## src/rtl/mem_stage_if.sv

```systemverilog
// EX->MEM->WB/ID bus bundle for the MIPS memory-access stage.
// The master drives the EX bus, SRAM response and pipeline control; the slave is mem_stage.
interface mem_stage_if #(
  parameter int EX_TO_MEM_WD = 178,
  parameter int MEM_TO_WB_WD = 174
);
  logic                    flush;
  logic [5:0]              stall;
  logic [EX_TO_MEM_WD-1:0] ex_to_mem_bus;
  logic                    data_sram_rvalid;
  logic [31:0]             data_sram_rdata;
  logic [MEM_TO_WB_WD-1:0] mem_to_wb_bus;
  logic [37:0]             mem_to_id_fwd;
  logic                    stall_req_mem;

  modport master (
    output flush, stall, ex_to_mem_bus, data_sram_rvalid, data_sram_rdata,
    input  mem_to_wb_bus, mem_to_id_fwd, stall_req_mem
  );

  modport slave (
    input  flush, stall, ex_to_mem_bus, data_sram_rvalid, data_sram_rdata,
    output mem_to_wb_bus, mem_to_id_fwd, stall_req_mem
  );
endinterface

```

## src/rtl/mem_stage.sv

```systemverilog
// MIPS MEM stage: registers the EX bus, waits on variable-latency load data, aligns/extends it.
// Optional macro MEM_UNALIGNED_EXC_EN raises AdEL for misaligned lh/lhu/lw instead of loading.
module mem_stage #(
  parameter int EX_TO_MEM_WD = 178,
  parameter int MEM_TO_WB_WD = 174,
  parameter int LD_ADDR_LSB  = 0
) (
  input logic         clk,
  input logic         rst,
  mem_stage_if.slave  bus_if
);
  typedef enum logic [1:0] {S_IDLE, S_WAIT, S_DONE} state_t;

  state_t                  state_q;
  logic [EX_TO_MEM_WD-1:0] reg_q;
  logic [EX_TO_MEM_WD-1:0] reg_d;
  logic [31:0]             buf_q;
  logic                    reg_load;

  logic [2:0]  ld_op;
  logic        mem_wait;
  logic [31:0] addr;
  logic [1:0]  a;
  logic        unaligned;
  logic        load_pend;
  logic        stall_req;
  logic        bypass;
  logic [31:0] src;
  logic [7:0]  byte_sel;
  logic [15:0] half_sel;
  logic [31:0] ld_data;
  logic        rf_we_out;
  logic [31:0] rf_wdata_out;
  logic [4:0]  exc_out;
  logic [31:0] badv_out;
  logic        unused_ok;

  assign mem_wait = reg_q[177];
  assign ld_op    = reg_q[176:174];
  assign addr     = reg_q[LD_ADDR_LSB +: 32];
  assign a        = addr[1:0];

`ifdef MEM_UNALIGNED_EXC_EN
  assign unaligned = (ld_op != 3'b000) && mem_wait &&
                     ((((ld_op == 3'b011) || (ld_op == 3'b100)) && a[0]) ||
                      ((ld_op >= 3'b101) && (a != 2'b00)));
`else
  assign unaligned = 1'b0;
`endif

  assign load_pend = (ld_op != 3'b000) && mem_wait && !unaligned;
  assign stall_req = load_pend && (state_q != S_DONE) && !bus_if.data_sram_rvalid;
  // Same-cycle response bypasses the buffer so the stall drops immediately.
  assign bypass    = load_pend && (state_q != S_DONE) && bus_if.data_sram_rvalid;
  assign src       = bypass ? bus_if.data_sram_rdata : buf_q;
  assign byte_sel  = src[{a, 3'b000} +: 8];
  assign half_sel  = a[1] ? src[31:16] : src[15:0];

  always_comb begin
    ld_data = src;
    case (ld_op)
      3'b001:  ld_data = {{24{byte_sel[7]}}, byte_sel};
      3'b010:  ld_data = {24'h0, byte_sel};
      3'b011:  ld_data = {{16{half_sel[15]}}, half_sel};
      3'b100:  ld_data = {16'h0, half_sel};
      default: ld_data = src;
    endcase
  end

  assign reg_load = bus_if.flush || !bus_if.stall[3] || !bus_if.stall[4];
  assign reg_d    = (bus_if.flush || bus_if.stall[3]) ? '0 : bus_if.ex_to_mem_bus;

  always_ff @(posedge clk or negedge rst) begin
    if (!rst) begin
      reg_q   <= '0;
      buf_q   <= '0;
      state_q <= S_IDLE;
    end else if (reg_load) begin
      reg_q   <= reg_d;
      buf_q   <= '0;
      state_q <= S_IDLE;
    end else begin
      case (state_q)
        S_IDLE: if (load_pend) begin
          if (bus_if.data_sram_rvalid) begin
            buf_q   <= bus_if.data_sram_rdata;
            state_q <= S_DONE;
          end else begin
            state_q <= S_WAIT;
          end
        end
        S_WAIT: if (load_pend && bus_if.data_sram_rvalid) begin
          buf_q   <= bus_if.data_sram_rdata;
          state_q <= S_DONE;
        end
        default: ;
      endcase
    end
  end

  assign rf_we_out    = reg_q[37] && !stall_req && !unaligned;
  assign rf_wdata_out = load_pend ? ld_data : reg_q[31:0];
  assign exc_out      = unaligned ? 5'h04 : reg_q[140:136];
  assign badv_out     = unaligned ? addr : reg_q[173:142];

  assign bus_if.mem_to_wb_bus = {badv_out, reg_q[141], exc_out, reg_q[135:38],
                                 rf_we_out, reg_q[36:32], rf_wdata_out};
  assign bus_if.mem_to_id_fwd = {rf_we_out, reg_q[36:32], rf_wdata_out};
  assign bus_if.stall_req_mem = stall_req;

  assign unused_ok = ^{bus_if.stall[5], bus_if.stall[2:0]};
endmodule

```

## src/flat_wrapper.sv

```systemverilog
// flat-port wrapper written by rule: the top's interface ports become plain ports
module mem_stage_flat 
#(
  parameter int EX_TO_MEM_WD = 178,
  parameter int MEM_TO_WB_WD = 174,
  parameter int LD_ADDR_LSB  = 0
)
  (clk, rst, bus_if_flush, bus_if_stall, bus_if_ex_to_mem_bus, bus_if_data_sram_rvalid, bus_if_data_sram_rdata, bus_if_mem_to_wb_bus, bus_if_mem_to_id_fwd, bus_if_stall_req_mem);
  mem_stage_if #(.EX_TO_MEM_WD(EX_TO_MEM_WD), .MEM_TO_WB_WD(MEM_TO_WB_WD)) bus_if_i ();
  input logic clk;
  input logic rst;
  input wire logic [$bits(bus_if_i.flush)-1:0] bus_if_flush;
  input wire logic [$bits(bus_if_i.stall)-1:0] bus_if_stall;
  input wire logic [$bits(bus_if_i.ex_to_mem_bus)-1:0] bus_if_ex_to_mem_bus;
  input wire logic [$bits(bus_if_i.data_sram_rvalid)-1:0] bus_if_data_sram_rvalid;
  input wire logic [$bits(bus_if_i.data_sram_rdata)-1:0] bus_if_data_sram_rdata;
  output wire logic [$bits(bus_if_i.mem_to_wb_bus)-1:0] bus_if_mem_to_wb_bus;
  output wire logic [$bits(bus_if_i.mem_to_id_fwd)-1:0] bus_if_mem_to_id_fwd;
  output wire logic [$bits(bus_if_i.stall_req_mem)-1:0] bus_if_stall_req_mem;
  assign bus_if_i.flush = bus_if_flush;
  assign bus_if_i.stall = bus_if_stall;
  assign bus_if_i.ex_to_mem_bus = bus_if_ex_to_mem_bus;
  assign bus_if_i.data_sram_rvalid = bus_if_data_sram_rvalid;
  assign bus_if_i.data_sram_rdata = bus_if_data_sram_rdata;
  assign bus_if_mem_to_wb_bus = bus_if_i.mem_to_wb_bus;
  assign bus_if_mem_to_id_fwd = bus_if_i.mem_to_id_fwd;
  assign bus_if_stall_req_mem = bus_if_i.stall_req_mem;
  mem_stage #(.EX_TO_MEM_WD(EX_TO_MEM_WD), .MEM_TO_WB_WD(MEM_TO_WB_WD), .LD_ADDR_LSB(LD_ADDR_LSB)) u_core (.clk(clk), .rst(rst), .bus_if(bus_if_i));
endmodule
```

## config.mk

```make
export PLATFORM = sky130hd
export DESIGN_NAME = mem_stage_flat
export DESIGN_NICKNAME = d
export VERILOG_FILES = /design/src/rtl/mem_stage_if.sv /design/src/rtl/mem_stage.sv /design/src/flat_wrapper.sv
export SDC_FILE = /design/constraint.sdc
export NUM_CORES = 1
export LEC_CHECK = 0
export BUFFER_PORTS_ARGS = -buffer_cell sky130_fd_sc_hd__buf_2
export CORE_MARGIN = 2
export CORE_UTILIZATION = 34
export DETAILED_ROUTE_END_ITERATION = 10
export MAX_ROUTING_LAYER = met4
export SYNTH_ARGS = -nofsm -noshare
export SYNTH_HDL_FRONTEND = slang
export SYNTH_SLANG_ARGS = --single-unit
export TNS_END_PERCENT = 100
```

## constraint.sdc

```tcl
create_clock -name clk -period 5.1 [get_ports clk]
set_input_delay 0 -clock clk [delete_from_list [all_inputs] [get_ports clk]]
set_output_delay 0 -clock clk [all_outputs]
set_load 0.005 [all_outputs]
```

==> flow_summary_export.csv, run 1 <==
group,metric,value,unit
run_status,outcome,"finished clean",
hold_path,min_to,"u_core.state_q[1]",
setup_path,path_buf_inv,1,
clocking,cts_root_buffer,"clkbuf_16",
floorplan,ios,433,
routing,drt_iter0_drc,623,
synthesis,syn-instance-count,919,
global_routing,grt_pass1_vias,9527,
setup_path,reg2reg_slack,2.30,ns
synthesis,yosys_most_used_dff,"dfrtp_1",
routing,drcViolationCount,0,
final_layout,syn_to_final_growth,40.7,%
sta,relSlewSlack,0.311,
setup_path,crit_chain,"o31a_4 > nand3_4 > mux4_2 > or3_1 > a31oi_1 > buf_2",
clocking,cts.htree.levels,1,
setup_path,cp_slowest_cell,"dfrtp_1",
place,globalplace.congestion,0.856,
place,dp_hpwl,22700,um
setup_path,worst-path-stages,6,
clocking,clockBufferDepth,3,
routing,first_pass_iters,4,
routing,routed_wl,35500,um
floorplan,die_h,180,um
synthesis,synth-edff-count,0,
place,placed_cells,1501,
synthesis,syn_area,10500,sq um
routing,antenna_left,0,
final_layout,finalNonFillerCells,1782,
sta,slew_viol_final,0,
clocking,post_cts_resized,0,
synthesis,synth_top_area_share,0.504,
clocking,path_clk_slew,0.06,ns
setup_path,max_stage_delay,0.68,ns
clocking,clkLatencyLatePin,0.52,ns
clocking,cts_made_buffers,25,
sta,period_share,0.716,
sta,tns,0,ns
final_layout,final_area,14800,sq um
synthesis,yosysTopAreaCell,"dfrtp_1",
floorplan,die_area,32400,sq um
place,port_buffers,428,
sta,worst_pin_slew,1.02,ns
setup_path,crit_fanout,51,
setup_path,cp.arrival,3.65,ns
place,place_area,11600,sq um
clocking,cts_tree,"built",
synthesis,postSynthAreaPerCell,11.5,sq um
sta,finalCriticalPeriod,3.65,ns
routing,vias_per_cell,5.14,
floorplan,die_w,180,um
clocking,clock_sinks,212,
synthesis,yosysWarnings,0,
place,preCtsSetupSlack,2.01,ns
global_routing,antenna_found_initial,3,
hold_path,holdCritPathClass,"input pin to flip-flop",
floorplan,initial_core_util,0.345,
setup_path,reg2reg_from,"u_core.reg_q[176]",
setup_path,cp-start-kind,"flip-flop",
hold_path,hold_start,"bus_if_stall[4]",
sta,setup_ws,1.45,ns
global_routing,grt_pass1_wl,54800,um
routing,drt-wirelength-per-cell,19.9,um
sta,setup_viol,0,
sta,hold_viol_final,0,
global_routing,grt_overflow,0,
sta,max_freq,274,MHz
setup_path,crit_type,"flip-flop to output port",
synthesis,synth-seq-area-share,0.504,
power_and_ir_drop,p_per_area,284,nW/um^2
synthesis,ys_ff_latch,212,
run,maxCapViolCount,0,
synthesis,syn-num-nets,1139,
hold_path,holdPathStages,3,
global_routing,grt.total_usage,0.218,
synthesis,synth.distinct_cells,58,
sta,clock_skew,0.00727,ns
final_layout,nNetsFinal,1584,
routing,num_vias,9163,
global_routing,grt_start_max_net_pins,130,
setup_path,required,5.10,ns
synthesis,synth.area.top_cells,"dfrtp_1 50%, a22o_1 17%, buf_4 13%, clkbuf_1 1.9%, mux2i_1 1.4%",
power_and_ir_drop,peakVddDrop,0.194,mV
setup_path,critPathTopFamily,"compound AO/OA/AOI/OAI gates",
setup_path,rr_worst_depth,5,
clocking,post_cts_buffers,0,
synthesis,synthArstFlopShare,1.00,
setup_path,critPathCaptureType,"output port",
final_layout,drive_above_1_share,0.362,
power_and_ir_drop,p_leak,7.67,nW
sta,rsz0062_at_grt,"no",
floorplan,rows,64,
floorplan,fp.coreArea,30500,sq um
final_layout,final_core_util,0.485,
setup_path,r2r_end,"u_core.buf_q[21]",
routing by layer:
| layer | wire length [um] | GRT usage | vias to the layer above |
|---|---|---|---|
| li1 | - | - | 4159 |
| met1 | 15100 | 0.281 | 4515 |
| met2 | 16800 | 0.339 | 414 |
| met3 | 2350 | 0.0423 | 75 |
| met4 | 1220 | 0.0823 | 0 |
| met5 | 0 | - | - |
where the power goes:
group          switching [mW]  leakage [nW]  internal [mW]
Clock                   0.714         0.412           1.09
Combinational           0.280          4.40          0.320
Sequential             0.0483          2.86           1.75
cells by family after synthesis:
| family | after synthesis | synth area share |
|---|---|---|
| flip-flops | 212 | 0.504 |
| AND/OR/NAND/NOR | 109 | 0.0554 |
| multiplexers | 26 | 0.0292 |
| buffers and inverters | 254 | 0.158 |
| XOR/XNOR | 2 | 0.00166 |
| AO/OA/AOI/OAI | 316 | 0.252 |
worst reg2reg max path, delay by kind of cell (launching register included):
family | cells | cell delay [ns]
AO/OA/AOI/OAI | 2 | 0.85
buffers and inverters | 1 | 0.42
flip-flops | 1 | 0.68
AND/OR/NAND/NOR | 2 | 0.80
cells in the mapped netlist, drive strengths merged (7+ instances only):
master / number
nor2: 33
nand3: 7
or3: 7
a211oi: 8
a21oi: 15
nand2: 15
o31ai: 13
nand4: 11
mux2: 8
a22o: 208
dfrtp: 212
mux2i: 15
buf: 199
clkbuf: 52
o211ai: 11
o21a: 8
o22a: 17
nor2b: 7
stage by stage:
| step | hold WS (ns) | total power [mW] |
|---|---|---|
| CTS | 0.00476 | 4.26 |
| floorplan | -0.296 | 2.10 |
| finish | 0.00945 | 4.20 |
| global placement | 0.0475 | 2.28 |
| detailed placement | 0.0449 | 2.28 |
| global route | 0.0411 | 4.39 |
area by class of cell:
type	count	area (sq um)
fill	2732	15700
tap	396	495
clock buffer	38	734
antenna	3	7.51
sequential	212	5310
timing repair buffer	669	4570
inverter	3	11.3
multi-input combinational	453	3590
clock inverter	8	93.8
state kept, by name, summed over array words and instances, names as in the netlist:
| name | count |
|---|---|
| u_core.buf_q | 32 |
| u_core.state_q | 2 |
| u_core.reg_q | 178 |
placed cells by master, fill, tap and decap left out, types with 2 or more instances in the layout:
cell	instances
a2111oi_0	6
a211oi_1	7
a21oi_1	15
a22o_1	208
a31oi_1	6
and2_1	5
and3_1	6
and3b_1	2
and4_1	3
buf_12	2
buf_2	427
buf_4	7
bufinv_16	2
clkbuf_1	7
clkbuf_16	25
clkbuf_8	6
clkinv_2	5
dfrtp_1	212
diode_2	3
dlygate4sd3_1	232
inv_1	2
mux2_2	8
mux2i_1	15
mux4_2	3
nand2_1	15
nand3_1	6
nand4_1	11
nor2_1	31
nor2_4	2
nor2b_1	7
nor3_1	4
o211ai_1	11
o21a_1	8
o21ai_0	5
o221ai_1	5
o22a_1	17
o31ai_1	12
or3_1	7
timing repair:
| action | 4_1_cts | 5_1_grt |
|---|---|---|
| hold buffers | 232 | 0 |
| hold endpoints to repair | 293 | 0 |
| endpoints found under the setup margin | 0 | 0 |
worst max path at each step:
stage | from | endpoint | slack (ns)
6_report | u_core.reg_q[176] | bus_if_mem_to_id_fwd[7] | 1.45
5_1_grt | u_core.reg_q[176] | bus_if_mem_to_id_fwd[16] | 1.19
4_1_cts | u_core.reg_q[176] | bus_if_mem_to_id_fwd[7] | 1.43
3_5_place_dp | u_core.reg_q[176] | bus_if_mem_to_id_fwd[7] | 2.01
3_3_place_gp | u_core.reg_q[176] | bus_if_mem_to_wb_bus[16] | 2.02
2_1_floorplan | u_core.reg_q[175] | bus_if_mem_to_wb_bus[7] | 2.92
(Power assumes the default switching activity.)
==> run 2: changes to the inputs <==
==> constraint.sdc (replaced) <==
create_clock -name clk -period 3 [get_ports clk]
set_input_delay 0 -clock clk [delete_from_list [all_inputs] [get_ports clk]]
set_output_delay 0 -clock clk [all_outputs]
set_load 0.005 [all_outputs]
==> run 2 against run 1 <==
Compared with the run above:
- the run now ends with hold timing left
- non-clock buffer count down 3
- critical path depth increased by 1
- design area up 0.13%
- first-iteration DRC count decreased by 0.16%
- combinational power is 71% higher
- setup slack worse by 1.4 ns
- clock power grew 77%
- sequential power rose by 69%
- critical path type unchanged
- largest cell class unchanged
==> flow_summary_export.csv, run 2 (synthesis results as in run 1) <==
group,metric,value,unit
run_status,outcome,"finished with violations",
run_status,violations,"hold timing",
power_and_ir_drop,power_frac_comb,0.142,
routing,antenna_left,0,
setup_path,cp-startpoint,"u_core.state_q[1]",
global_routing,antenna_found_initial,3,
final_layout,finalNonFillerCells,1779,
routing,routed_wl,35300,um
setup_path,critPathTopFamily,"simple AND/OR/NAND/NOR gates",
floorplan,die_h,180,um
power_and_ir_drop,pwr-share-clk,0.438,
setup_path,required,3.00,ns
global_routing,grt_overflow,0,
floorplan,rows,64,
clocking,cts_tree,"built",
sta,max_freq,344,MHz
final_layout,nNetsFinal,1581,
setup_path,cp_slowest_cell,"nor2_1",
floorplan,initial_core_util,0.345,
clocking,path_clk_slew,0.06,ns
sta,clock_skew,0.0128,ns
global_routing,grt.total_usage,0.214,
clocking,clockBufferDepth,3,
final_layout,top_register,"u_core.reg_q",
setup_path,critPathCaptureType,"output port",
setup_path,crit_fanout,18,
final_layout,largest_reg_flops,178,
sta,worst_pin_slew,0.863,ns
hold_path,holdCritPathClass,"input pin to flip-flop",
setup_path,cp.arrival,2.91,ns
setup_path,path_buf_inv,2,
floorplan,die_area,32400,sq um
place,preCtsSetupSlack,0.468,ns
power_and_ir_drop,seqPwrFrac,0.420,
sta,setup_viol,0,
sta,hold_viol_final,1,
floorplan,die_w,180,um
power_and_ir_drop,p_leak,7.64,nW
run,maxCapViolCount,0,
routing,vias_per_cell,5.18,
sta,setup_ws,0.0914,ns
power_and_ir_drop,swShare,0.254,
setup_path,cp-start-kind,"flip-flop",
sta,hold_ws,-0.0188,ns
place,placed_cells,1514,
final_layout,top_regs,"u_core.reg_q x178, u_core.buf_q x32, u_core.state_q x2",
global_routing,grt_pass1_vias,9558,
routing,drt-wirelength-per-cell,19.8,um
power_and_ir_drop,switchingPower,1.84,mW
final_layout,syn_to_final_growth,40.8,%
final_layout,layout_common_cells,"427 x buf_2, 211 x dlygate4sd3_1, 211 x dfrtp_1",
place,dp_hpwl,23100,um
power_and_ir_drop,power.internal,5.42,mW
clocking,clock_sinks,212,
floorplan,ios,433,
hold_path,hold_start,"bus_if_stall[4]",
sta,relSlewSlack,0.425,
final_layout,drive_above_1_share,0.383,
setup_path,crit_chain,"nand2b_1 > buf_4 > nand3_1 > a41o_1 > nor2_1 > o211ai_1 > buf_2",
clocking,clkLatencyLatePin,0.53,ns
routing,num_vias,9212,
floorplan,fp.coreArea,30500,sq um
routing,drt_iter0_drc,622,
place,globalplace.congestion,0.862,
power_and_ir_drop,p_per_area,490,nW/um^2
clocking,cts_made_buffers,25,
place,port_buffers,428,
clocking,cts.htree.levels,1,
routing,drcViolationCount,0,
clocking,cts_root_buffer,"clkbuf_16",
power_and_ir_drop,peakVddDrop,0.330,mV
final_layout,fillers,2768,
setup_path,reg2reg_from,"u_core.reg_q[174]",
sta,finalCriticalPeriod,2.91,ns
routing,first_pass_iters,5,
sta,slew_viol_final,0,
global_routing,grt_start_max_net_pins,134,
global_routing,grt_pass1_wl,54200,um
setup_path,crit_type,"flip-flop to output port",
final_layout,layout_commonest_cell,"buf_2",
setup_path,max_stage_delay,0.51,ns
sta,period_share,0.970,
## run 2: power groups by stage
stage / combinational [mW] / sequential [mW] / clock (mW)
floorplan: 0.495 / 3.07 / 0
global placement: 0.791 / 3.10 / 0
detailed placement: 0.801 / 3.09 / 0
CTS: 1.02 / 3.05 / 3.26
global route: 1.11 / 3.06 / 3.39
finish: 1.03 / 3.05 / 3.18
## run 2: final timing paths
check                                           end  slack, ns  cells past startpoint
min                               u_core.state_q[1]      -0.02                      3
max in group asynchronous         u_core.reg_q[123]       2.07                      3
min reg2reg                        u_core.reg_q[83]       0.50                      1
min in group asynchronous          u_core.reg_q[53]       0.08                      2
max                        bus_if_mem_to_wb_bus[11]       0.09                      7
max reg2reg                        u_core.buf_q[16]       0.79                      6
## run 2: layer usage
layer / GRT usage / vias to the layer above / routed length (um)
li1: - / 4161 / -
met5: - / - / 0
met2: 0.341 / 442 / 16800
met3: 0.0361 / 81 / 2450
met1: 0.275 / 4528 / 14700
met4: 0.0813 / 0 / 1320
## run 2: final cells by class
cell class / instances / area [sq um] / share of cell area
Clock buffer: 31 / 688 / 0.0464
Tap cell: 396 / 495 / 0.0334
Sequential cell: 212 / 5310 / 0.358
Timing Repair Buffer: 666 / 4530 / 0.306
Multi-Input combinational cell: 453 / 3610 / 0.243
Clock inverter: 15 / 178 / 0.0120
Inverter: 3 / 11.3 / 0.000760
Antenna cell: 3 / 7.51 / 0.000506
## run 2: worst min-delay path: stages
cell      delay, ns
buf_2          0.10
nand3b_1       0.28
nor2_1         0.09
## run 2: what timing repair did
| action | in CTS | in global routing |
|---|---|---|
| pin swaps | 0 | 2 |
| hold endpoints to repair | 300 | 0 |
| gates cloned | 0 | 0 |
| hold buffers | 211 | 0 |
| buffers inserted | 4 | 1 |
| endpoints found under the setup margin | 6 | 39 |
| resized for setup | 2 | 7 |
## run 2: stage by stage
step	TNS, ns	area, sq um	utilization	total power [mW]
2_1_floorplan	0	10500	-	3.57
3_3_place_gp	0	11800	0.386	3.89
3_5_place_dp	0	11800	0.386	3.89
4_1_cts	0	14800	0.484	7.33
5_1_grt	-0.00640	14800	0.486	7.56
6_report	0	14800	0.486	7.26
